**config.mk**
```make
export PLATFORM = sky130hd
export DESIGN_NAME = dma_ctrl16_flat
export DESIGN_NICKNAME = d
export VERILOG_FILES = /design/src/rtl/dma_ctrl16_pkg.sv /design/src/rtl/dma_ctrl16_if.sv /design/src/rtl/dma16_regs.sv /design/src/rtl/dma_ctrl16.sv /design/src/flat_wrapper.sv
export SDC_FILE = /design/constraint.sdc
export NUM_CORES = 1
export LEC_CHECK = 0
export BUFFER_PORTS_ARGS = -buffer_cell sky130_fd_sc_hd__buf_2
export CORE_ASPECT_RATIO = 0.5
export CORE_MARGIN = 2
export CORE_UTILIZATION = 56
export CTS_CLUSTER_SIZE = 28
export DETAILED_ROUTE_END_ITERATION = 16
export PLACE_DENSITY = 0.79
export SYNTH_ARGS = -nofsm -noshare
export SYNTH_HDL_FRONTEND = slang
export SYNTH_SLANG_ARGS = --single-unit
export TNS_END_PERCENT = 50
```
**constraint.sdc**
```tcl
create_clock -name clk -period 2 [get_ports clk]
set_input_delay 0.3 -clock clk [delete_from_list [all_inputs] [get_ports clk]]
set_output_delay 0.3 -clock clk [all_outputs]
set_load 0.005 [all_outputs]
```
**src/rtl/dma_ctrl16_pkg.sv**
```systemverilog
// Shared definitions for the 16-bit block-copy DMA controller: FSM states,
// register offsets inside the I/O window and CTRL register bit positions.
package dma_ctrl16_pkg;

  typedef enum logic [2:0] {
    ST_IDLE,
    ST_REQ,
    ST_RD,
    ST_CAP,
    ST_WR,
    ST_REL
  } state_t;

  localparam logic [1:0] DMA_SRC  = 2'd0;
  localparam logic [1:0] DMA_DST  = 2'd1;
  localparam logic [1:0] DMA_LEN  = 2'd2;
  localparam logic [1:0] DMA_CTRL = 2'd3;

  localparam int CTRL_START_BIT = 0;
  localparam int CTRL_RUN_BIT   = 0;
  localparam int CTRL_DONE_BIT  = 1;

endpackage

```
**src/rtl/dma_ctrl16_if.sv**
```systemverilog
// CPU register bus plus shared memory bus of the DMA controller; the master
// modport is the controller's view, the slave modport is the system's view.
interface dma_ctrl16_if;
  logic [15:0] cpu_addr;
  logic [15:0] cpu_din;
  logic        cpu_we;
  logic [15:0] reg_dout;
  logic        hold;
  logic        busy;
  logic        dma_active;
  logic [15:0] dma_addr;
  logic [15:0] dma_dout;
  logic [15:0] dma_din;
  logic        dma_we;
  logic        done;

  modport master (
    input  cpu_addr, cpu_din, cpu_we, busy, dma_din,
    output reg_dout, hold, dma_active, dma_addr, dma_dout, dma_we, done
  );

  modport slave (
    output cpu_addr, cpu_din, cpu_we, busy, dma_din,
    input  reg_dout, hold, dma_active, dma_addr, dma_dout, dma_we, done
  );
endinterface

```
**src/rtl/dma16_regs.sv**
```systemverilog
// Programming registers of the DMA controller: window decode, SRC/DST/LEN
// storage, combinational read mux and the single-cycle start pulse.
module dma16_regs
  import dma_ctrl16_pkg::*;
#(
  parameter logic [15:0] BASE_ADDR = 16'h2100
) (
  input  logic        clk,
  input  logic        reset,
  input  logic [15:0] cpu_addr,
  input  logic [15:0] cpu_din,
  input  logic        cpu_we,
  input  logic        run,
  input  logic        done,
  output logic [15:0] src,
  output logic [15:0] dst,
  output logic [15:0] len,
  output logic [15:0] reg_dout,
  output logic        start
);

  logic [15:0] offset;
  logic        hit;
  logic        wr_ok;

  // Subtracting the base lets the window sit at any address, aligned or not.
  assign offset = cpu_addr - BASE_ADDR;
  assign hit    = (offset[15:2] == 14'd0);
  assign wr_ok  = cpu_we && hit && !run;
  assign start  = wr_ok && (offset[1:0] == DMA_CTRL) && cpu_din[CTRL_START_BIT];

  always_ff @(posedge clk) begin
    if (reset) begin
      src <= 16'd0;
      dst <= 16'd0;
      len <= 16'd0;
    end else if (wr_ok) begin
      case (offset[1:0])
        DMA_SRC: src <= cpu_din;
        DMA_DST: dst <= cpu_din;
        DMA_LEN: len <= cpu_din;
        default: ;
      endcase
    end
  end

  always_comb begin
    reg_dout = 16'd0;
    if (hit) begin
      case (offset[1:0])
        DMA_SRC: reg_dout = src;
        DMA_DST: reg_dout = dst;
        DMA_LEN: reg_dout = len;
        default: begin
          reg_dout[CTRL_RUN_BIT]  = run;
          reg_dout[CTRL_DONE_BIT] = done;
        end
      endcase
    end
  end

endmodule

```
**src/rtl/dma_ctrl16.sv**
```systemverilog
// Block-copy DMA controller: requests the bus with hold/busy, copies LEN words
// from SRC to DST one at a time, then releases the bus and raises sticky done.
module dma_ctrl16
  import dma_ctrl16_pkg::*;
#(
  parameter logic [15:0] BASE_ADDR = 16'h2100,
  parameter int          MEM_LAT   = 1
) (
  input  logic         clk,
  input  logic         reset,
  dma_ctrl16_if.master bus
);

  state_t      state, next_state;
  logic [15:0] src, dst, len;
  logic [15:0] sp, dp, cnt;
  logic [15:0] data_reg;
  logic [1:0]  lat_cnt;
  logic        lat_last;
  logic        run, done, start;

  dma16_regs #(.BASE_ADDR(BASE_ADDR)) u_regs (
    .clk      (clk),
    .reset    (reset),
    .cpu_addr (bus.cpu_addr),
    .cpu_din  (bus.cpu_din),
    .cpu_we   (bus.cpu_we),
    .run      (run),
    .done     (done),
    .src      (src),
    .dst      (dst),
    .len      (len),
    .reg_dout (bus.reg_dout),
    .start    (start)
  );

  assign lat_last     = (lat_cnt == 2'(MEM_LAT - 1));
  assign bus.dma_dout = data_reg;
  assign bus.done     = done;

  always_ff @(posedge clk) begin
    if (reset) state <= ST_IDLE;
    else       state <= next_state;
  end

  // Working copies advance during the copy; the programmed registers never do.
  always_ff @(posedge clk) begin
    if (reset) begin
      sp       <= 16'd0;
      dp       <= 16'd0;
      cnt      <= 16'd0;
      data_reg <= 16'd0;
      lat_cnt  <= 2'd0;
      run      <= 1'b0;
      done     <= 1'b0;
    end else begin
      case (state)
        ST_IDLE: begin
          if (start) begin
            if (len == 16'd0) begin
              done <= 1'b1;
            end else begin
              sp   <= src;
              dp   <= dst;
              cnt  <= len;
              done <= 1'b0;
              run  <= 1'b1;
            end
          end
        end
        ST_RD: lat_cnt <= 2'd0;
        ST_CAP: begin
          lat_cnt <= lat_cnt + 2'd1;
          if (lat_last) data_reg <= bus.dma_din;
        end
        ST_WR: begin
          sp  <= sp + 16'd1;
          dp  <= dp + 16'd1;
          cnt <= cnt - 16'd1;
        end
        ST_REL: begin
          if (!bus.busy) begin
            done <= 1'b1;
            run  <= 1'b0;
          end
        end
        default: ;
      endcase
    end
  end

  // Bus outputs are decoded from the state alone so none of them follows busy.
  always_comb begin
    next_state     = state;
    bus.hold       = 1'b0;
    bus.dma_active = 1'b0;
    bus.dma_we     = 1'b0;
    bus.dma_addr   = 16'd0;
    case (state)
      ST_IDLE: if (start && len != 16'd0) next_state = ST_REQ;
      ST_REQ: begin
        bus.hold = 1'b1;
        if (bus.busy) next_state = ST_RD;
      end
      ST_RD: begin
        bus.hold       = 1'b1;
        bus.dma_active = 1'b1;
        bus.dma_addr   = sp;
        next_state     = ST_CAP;
      end
      ST_CAP: begin
        bus.hold       = 1'b1;
        bus.dma_active = 1'b1;
        bus.dma_addr   = sp;
        if (lat_last) next_state = ST_WR;
      end
      ST_WR: begin
        bus.hold       = 1'b1;
        bus.dma_active = 1'b1;
        bus.dma_we     = 1'b1;
        bus.dma_addr   = dp;
        next_state     = (cnt == 16'd1) ? ST_REL : ST_RD;
      end
      ST_REL: if (!bus.busy) next_state = ST_IDLE;
      default: next_state = ST_IDLE;
    endcase
  end

endmodule

```
**src/flat_wrapper.sv**
```systemverilog
// flat-port wrapper written by rule: the top's interface ports become plain ports
module dma_ctrl16_flat import dma_ctrl16_pkg::*;
#(
  parameter logic [15:0] BASE_ADDR = 16'h2100,
  parameter int          MEM_LAT   = 1
)
  (clk, reset, bus_cpu_addr, bus_cpu_din, bus_cpu_we, bus_busy, bus_dma_din, bus_reg_dout, bus_hold, bus_dma_active, bus_dma_addr, bus_dma_dout, bus_dma_we, bus_done);
  dma_ctrl16_if bus_i ();
  input  logic clk;
  input  logic reset;
  input wire logic [$bits(bus_i.cpu_addr)-1:0] bus_cpu_addr;
  input wire logic [$bits(bus_i.cpu_din)-1:0] bus_cpu_din;
  input wire logic [$bits(bus_i.cpu_we)-1:0] bus_cpu_we;
  input wire logic [$bits(bus_i.busy)-1:0] bus_busy;
  input wire logic [$bits(bus_i.dma_din)-1:0] bus_dma_din;
  output wire logic [$bits(bus_i.reg_dout)-1:0] bus_reg_dout;
  output wire logic [$bits(bus_i.hold)-1:0] bus_hold;
  output wire logic [$bits(bus_i.dma_active)-1:0] bus_dma_active;
  output wire logic [$bits(bus_i.dma_addr)-1:0] bus_dma_addr;
  output wire logic [$bits(bus_i.dma_dout)-1:0] bus_dma_dout;
  output wire logic [$bits(bus_i.dma_we)-1:0] bus_dma_we;
  output wire logic [$bits(bus_i.done)-1:0] bus_done;
  assign bus_i.cpu_addr = bus_cpu_addr;
  assign bus_i.cpu_din = bus_cpu_din;
  assign bus_i.cpu_we = bus_cpu_we;
  assign bus_i.busy = bus_busy;
  assign bus_i.dma_din = bus_dma_din;
  assign bus_reg_dout = bus_i.reg_dout;
  assign bus_hold = bus_i.hold;
  assign bus_dma_active = bus_i.dma_active;
  assign bus_dma_addr = bus_i.dma_addr;
  assign bus_dma_dout = bus_i.dma_dout;
  assign bus_dma_we = bus_i.dma_we;
  assign bus_done = bus_i.done;
  dma_ctrl16 #(.BASE_ADDR(BASE_ADDR), .MEM_LAT(MEM_LAT)) u_core (.clk(clk), .reset(reset), .bus(bus_i));
endmodule
```
==> impl_results.md <==
- Largest family of logic cells by synthesized area: simple AND/OR/NAND/NOR gates
- Num rows: 26
- Remaining Overflow, GRT: 0
- H-tree depth: 4
- CP endpoint kind: flip-flop
- Met3 WL post-DR: about 2900 um
- Failing checks: negative setup slack
- Synth Area in Compound Gates: between 20% and 30%
- Worst path slowest cell: or3b_4
- FILL cells: roughly 700
- DR WL met2: approximately 9000 um
- Vias per cell: approximately 6.3
- Warnings from Yosys: 0
- Leak: roughly 0.0032 uW
- Worst VDD drop: 0.619 mV
- Top cells by area, synth: dfxtp_1 39%, nand2_1 10%, a21oi_1 9.0%
- Number of global-route vias before repair: between 6000 and 7000
- Post-Synth Adder-Cell Area: approximately 1%
- Area grow syn2layout: 31.2%
- Buffers from clock root to sink, at most: 2
- Post-synth EDFFs: 0
- DRT iter0 DRCs: between 800 and 900
- Minimum clock period: between 2 and 2.5 ns
- Post-route ant nets: 0
- Finished Cell Area: around 8000 um2
- Setup-failing EPs final: 16
- Largest net degree at the start of global routing: 75
- Sink Count: between 100 and 150
- Simple-gate share of the synthesized area: a little over a quarter
- Die width: ~150 um
- Pre-CTS setup slack: -0.290 ns
- Crit path DAT: approximately 2.4 ns
- Pwr Density: roughly 730 nW/um2
- Gr usage total: a little over a third
- RSZ-0062 raised after global routing: true
- Final wirelength: 21500 um
- Distinct cells, synth: 69
- Port Buffers: approximately 100
- Sequential-to-total area share from yosys stat: approximately two fifths
- Most common cell after layout, fill and taps aside: nand2_1
- DIE AREA: about 12000 um2
- Sequence of cells on the critical path: or3b_4, buf_4, buf_4, nor3_2, nand3_1, a32o_1
- Overall power: 5800 uW
- Final hold violation count: 0
- Slew Limit Fails: 0
- Synth area leader: dfxtp_1
- Core Area: slightly above 10000 um2
- Clock Skews: about 0.011 ns
- Multiplexer area fraction after synthesis: 3.04%
- Avg Inst Size Synth: about 8.0 um2
- Synth top area share: between 30 and 40%
- HP Class: in -> reg
- Crit path max fanout: 9
- #FFs+latches synth: between 100 and 150
- First-pass GRT wire length: approximately 32000 um
- Type of origin of the critical path: flip-flop
- Async S/R FF share, synth: 0%
- Max incr delay on CP: 0.46 ns
- Clock buffer count from CTS: 17
- Tcrit/Tclk final: 102%
- # Max-Cap Violations: 0
- # IOs: around 100
- Most frequent cells in the layout: 166 x nand2_1, 117 x dfxtp_1, 109 x a21oi_1
- Reg clk slew, reported paths: ~0.060 ns
- Most common cell on crit path: buf_4
- Post-synthesis xor/xnor area fraction: ~1.4%
- Die height: about 80 um
- Gpl congestion: 0.957
- Synth Instances: between 700 and 800
- Ant. Diodes: 0
- Layout cells sized above 1: between 20% and 30%
- Final-stage net count: 972
- DR vias: between 6000 and 7000
- Syn_nets: slightly above 800
- Detailed placer's ending HPWL: ~14000 um
- Worst-Skew Late Latency: approximately 0.42 ns
- Critical path class: reg -> reg
- M1 WL: 8860 um
- Post-CTS Hold Fix Bufs: 0
- WL per Instance: between 20 and 25 um
- Mapped Area: approximately 6100 um2
- Commonest register cell after synthesis: dfxtp_1
- Top routing layer in use: met4
- 1st-pass router iterations: 6
- Post-route DRC: 0
- Worst setup margin: -0.0453 ns
- CP required: ~2.3 ns
- Initial Util: about three fifths
- Slew HR: between 40% and 50%
- Max Clock Freq: 0.489 GHz
- CTS tree: done
- Initial antenna violation count: 0
- Placed Area: 7080 um2
- CTS Root Cell: clkbuf_16
- Worst-Margin Slew: between 0.7 and 0.8 ns
- Status: finished with violations
[synth_stat cells (3+ instances only)]
| library cell | n |
|---|---|
| and4_1 | 4 |
| nand2b_1 | 8 |
| buf_4 | 4 |
| o2bb2ai_1 | 4 |
| dfxtp_1 | 119 |
| ha_1 | 5 |
| a22o_1 | 17 |
| a311oi_1 | 3 |
| nand2_1 | 167 |
| buf_6 | 5 |
| buf_2 | 12 |
| o221a_2 | 12 |
| xnor2_1 | 7 |
| nor4_1 | 7 |
| o31ai_1 | 5 |
| nor2_1 | 58 |
| a21oi_1 | 109 |
| o21ai_0 | 26 |
| clkbuf_1 | 32 |
| nand4_1 | 14 |
| a32o_1 | 15 |
| nand3_1 | 23 |
| mux2i_1 | 14 |
| and3_1 | 5 |
| or2_2 | 3 |
| nor4_4 | 4 |
| nor3_1 | 9 |
| o21ai_1 | 3 |
| or3_1 | 4 |
| a211oi_1 | 4 |
| inv_1 | 10 |
| xor2_1 | 3 |
[worst max-delay path: cells and delay by family, from the launching register on]
| family | cells | cell delay (ns) |
|---|---|---|
| buffers and inverters | 2 | 0.33 |
| AO/OA/AOI/OAI | 1 | 0.29 |
| AND/OR/NAND/NOR | 3 | 0.97 |
| flip-flops | 1 | 0.34 |
[state kept, by name, indices dropped and copies added (netlist names)]
name	cells
u_core.u_regs.dst	16
u_core.bus.dma_dout	16
u_core.u_regs.src	16
u_core.cnt	16
u_core.sp	16
u_core.u_regs.len	16
u_core.state	3
u_core.dp	16
u_core.run	1
u_core.bus.done	1
u_core.lat_cnt	2
[what timing repair did]
item                                    4_1_cts  5_1_grt
endpoints found under the setup margin       21       56
gates resized for setup                      11       19
setup buffers                                 7        8
gates cloned                                  1        0
pin swaps                                     4       17
[layer usage]
metal  up-vias  GRT usage, %
met5         -             0
met4         0          11.0
met3        74          11.9
met2       435          52.9
li1       3051             -
met1      3131          51.0
[final cells by class]
class | instances | area (um2) | area share (%)
multi-input combinational | 578 | 3480 | 43.5
sequential | 119 | 2380 | 29.9
timing repair buffer | 188 | 1280 | 16.0
clock buffer | 19 | 453 | 5.67
tap | 140 | 175 | 2.19
clock inverter | 13 | 168 | 2.10
inverter | 11 | 46.3 | 0.580
[where the power goes]
| part | switching (uW) | internal (uW) | total [uW] |
|---|---|---|---|
| Clock | 1190 | 2040 | 3230 |
| Sequential | 0.0269 | 2370 | 2370 |
| Combinational | 117 | 78.0 | 195 |
[path summary, 6_finish.rpt]
check	start	end	slack, ns	cells after the start
hold / removal	bus_dma_din[15]	u_core.bus.dma_dout[15]$_SDFFE_PP0P_	0.11	3
setup / recovery	u_core.state[0]$_SDFFE_PP0P_	u_core.dp[12]$_SDFFE_PP0P_	-0.05	6
setup reg to reg	u_core.state[0]$_SDFFE_PP0P_	u_core.dp[12]$_SDFFE_PP0P_	-0.05	6
hold reg to reg	u_core.bus.dma_dout[4]$_SDFFE_PP0P_	u_core.bus.dma_dout[4]$_SDFFE_PP0P_	0.45	2
[stage by stage]
stage | hold WS (ns) | std cells | utilization, % | TNS (ns)
detailed placement | 0.447 | 1020 | 68.2 | -6.90
global placement | 0.438 | 1020 | 68.2 | -4.08
floorplan | 0.432 | 763 | - | 0
CTS | 0.111 | 1060 | 75.4 | -0.0295
finish | 0.111 | 1068 | 76.9 | -0.219
global route | 0.120 | 1068 | 76.9 | -1.35
[logic make-up after synthesis]
logic type / Yosys count
DFF: 119
AOI/OAI and AO/OA: 218
and+or+nand+nor: 329
muxes: 16
buffers and inverters: 66
adders and majority gates: 5
xor gates and xnor gates: 10
Note: power is estimated with default switching activity, not from simulation.
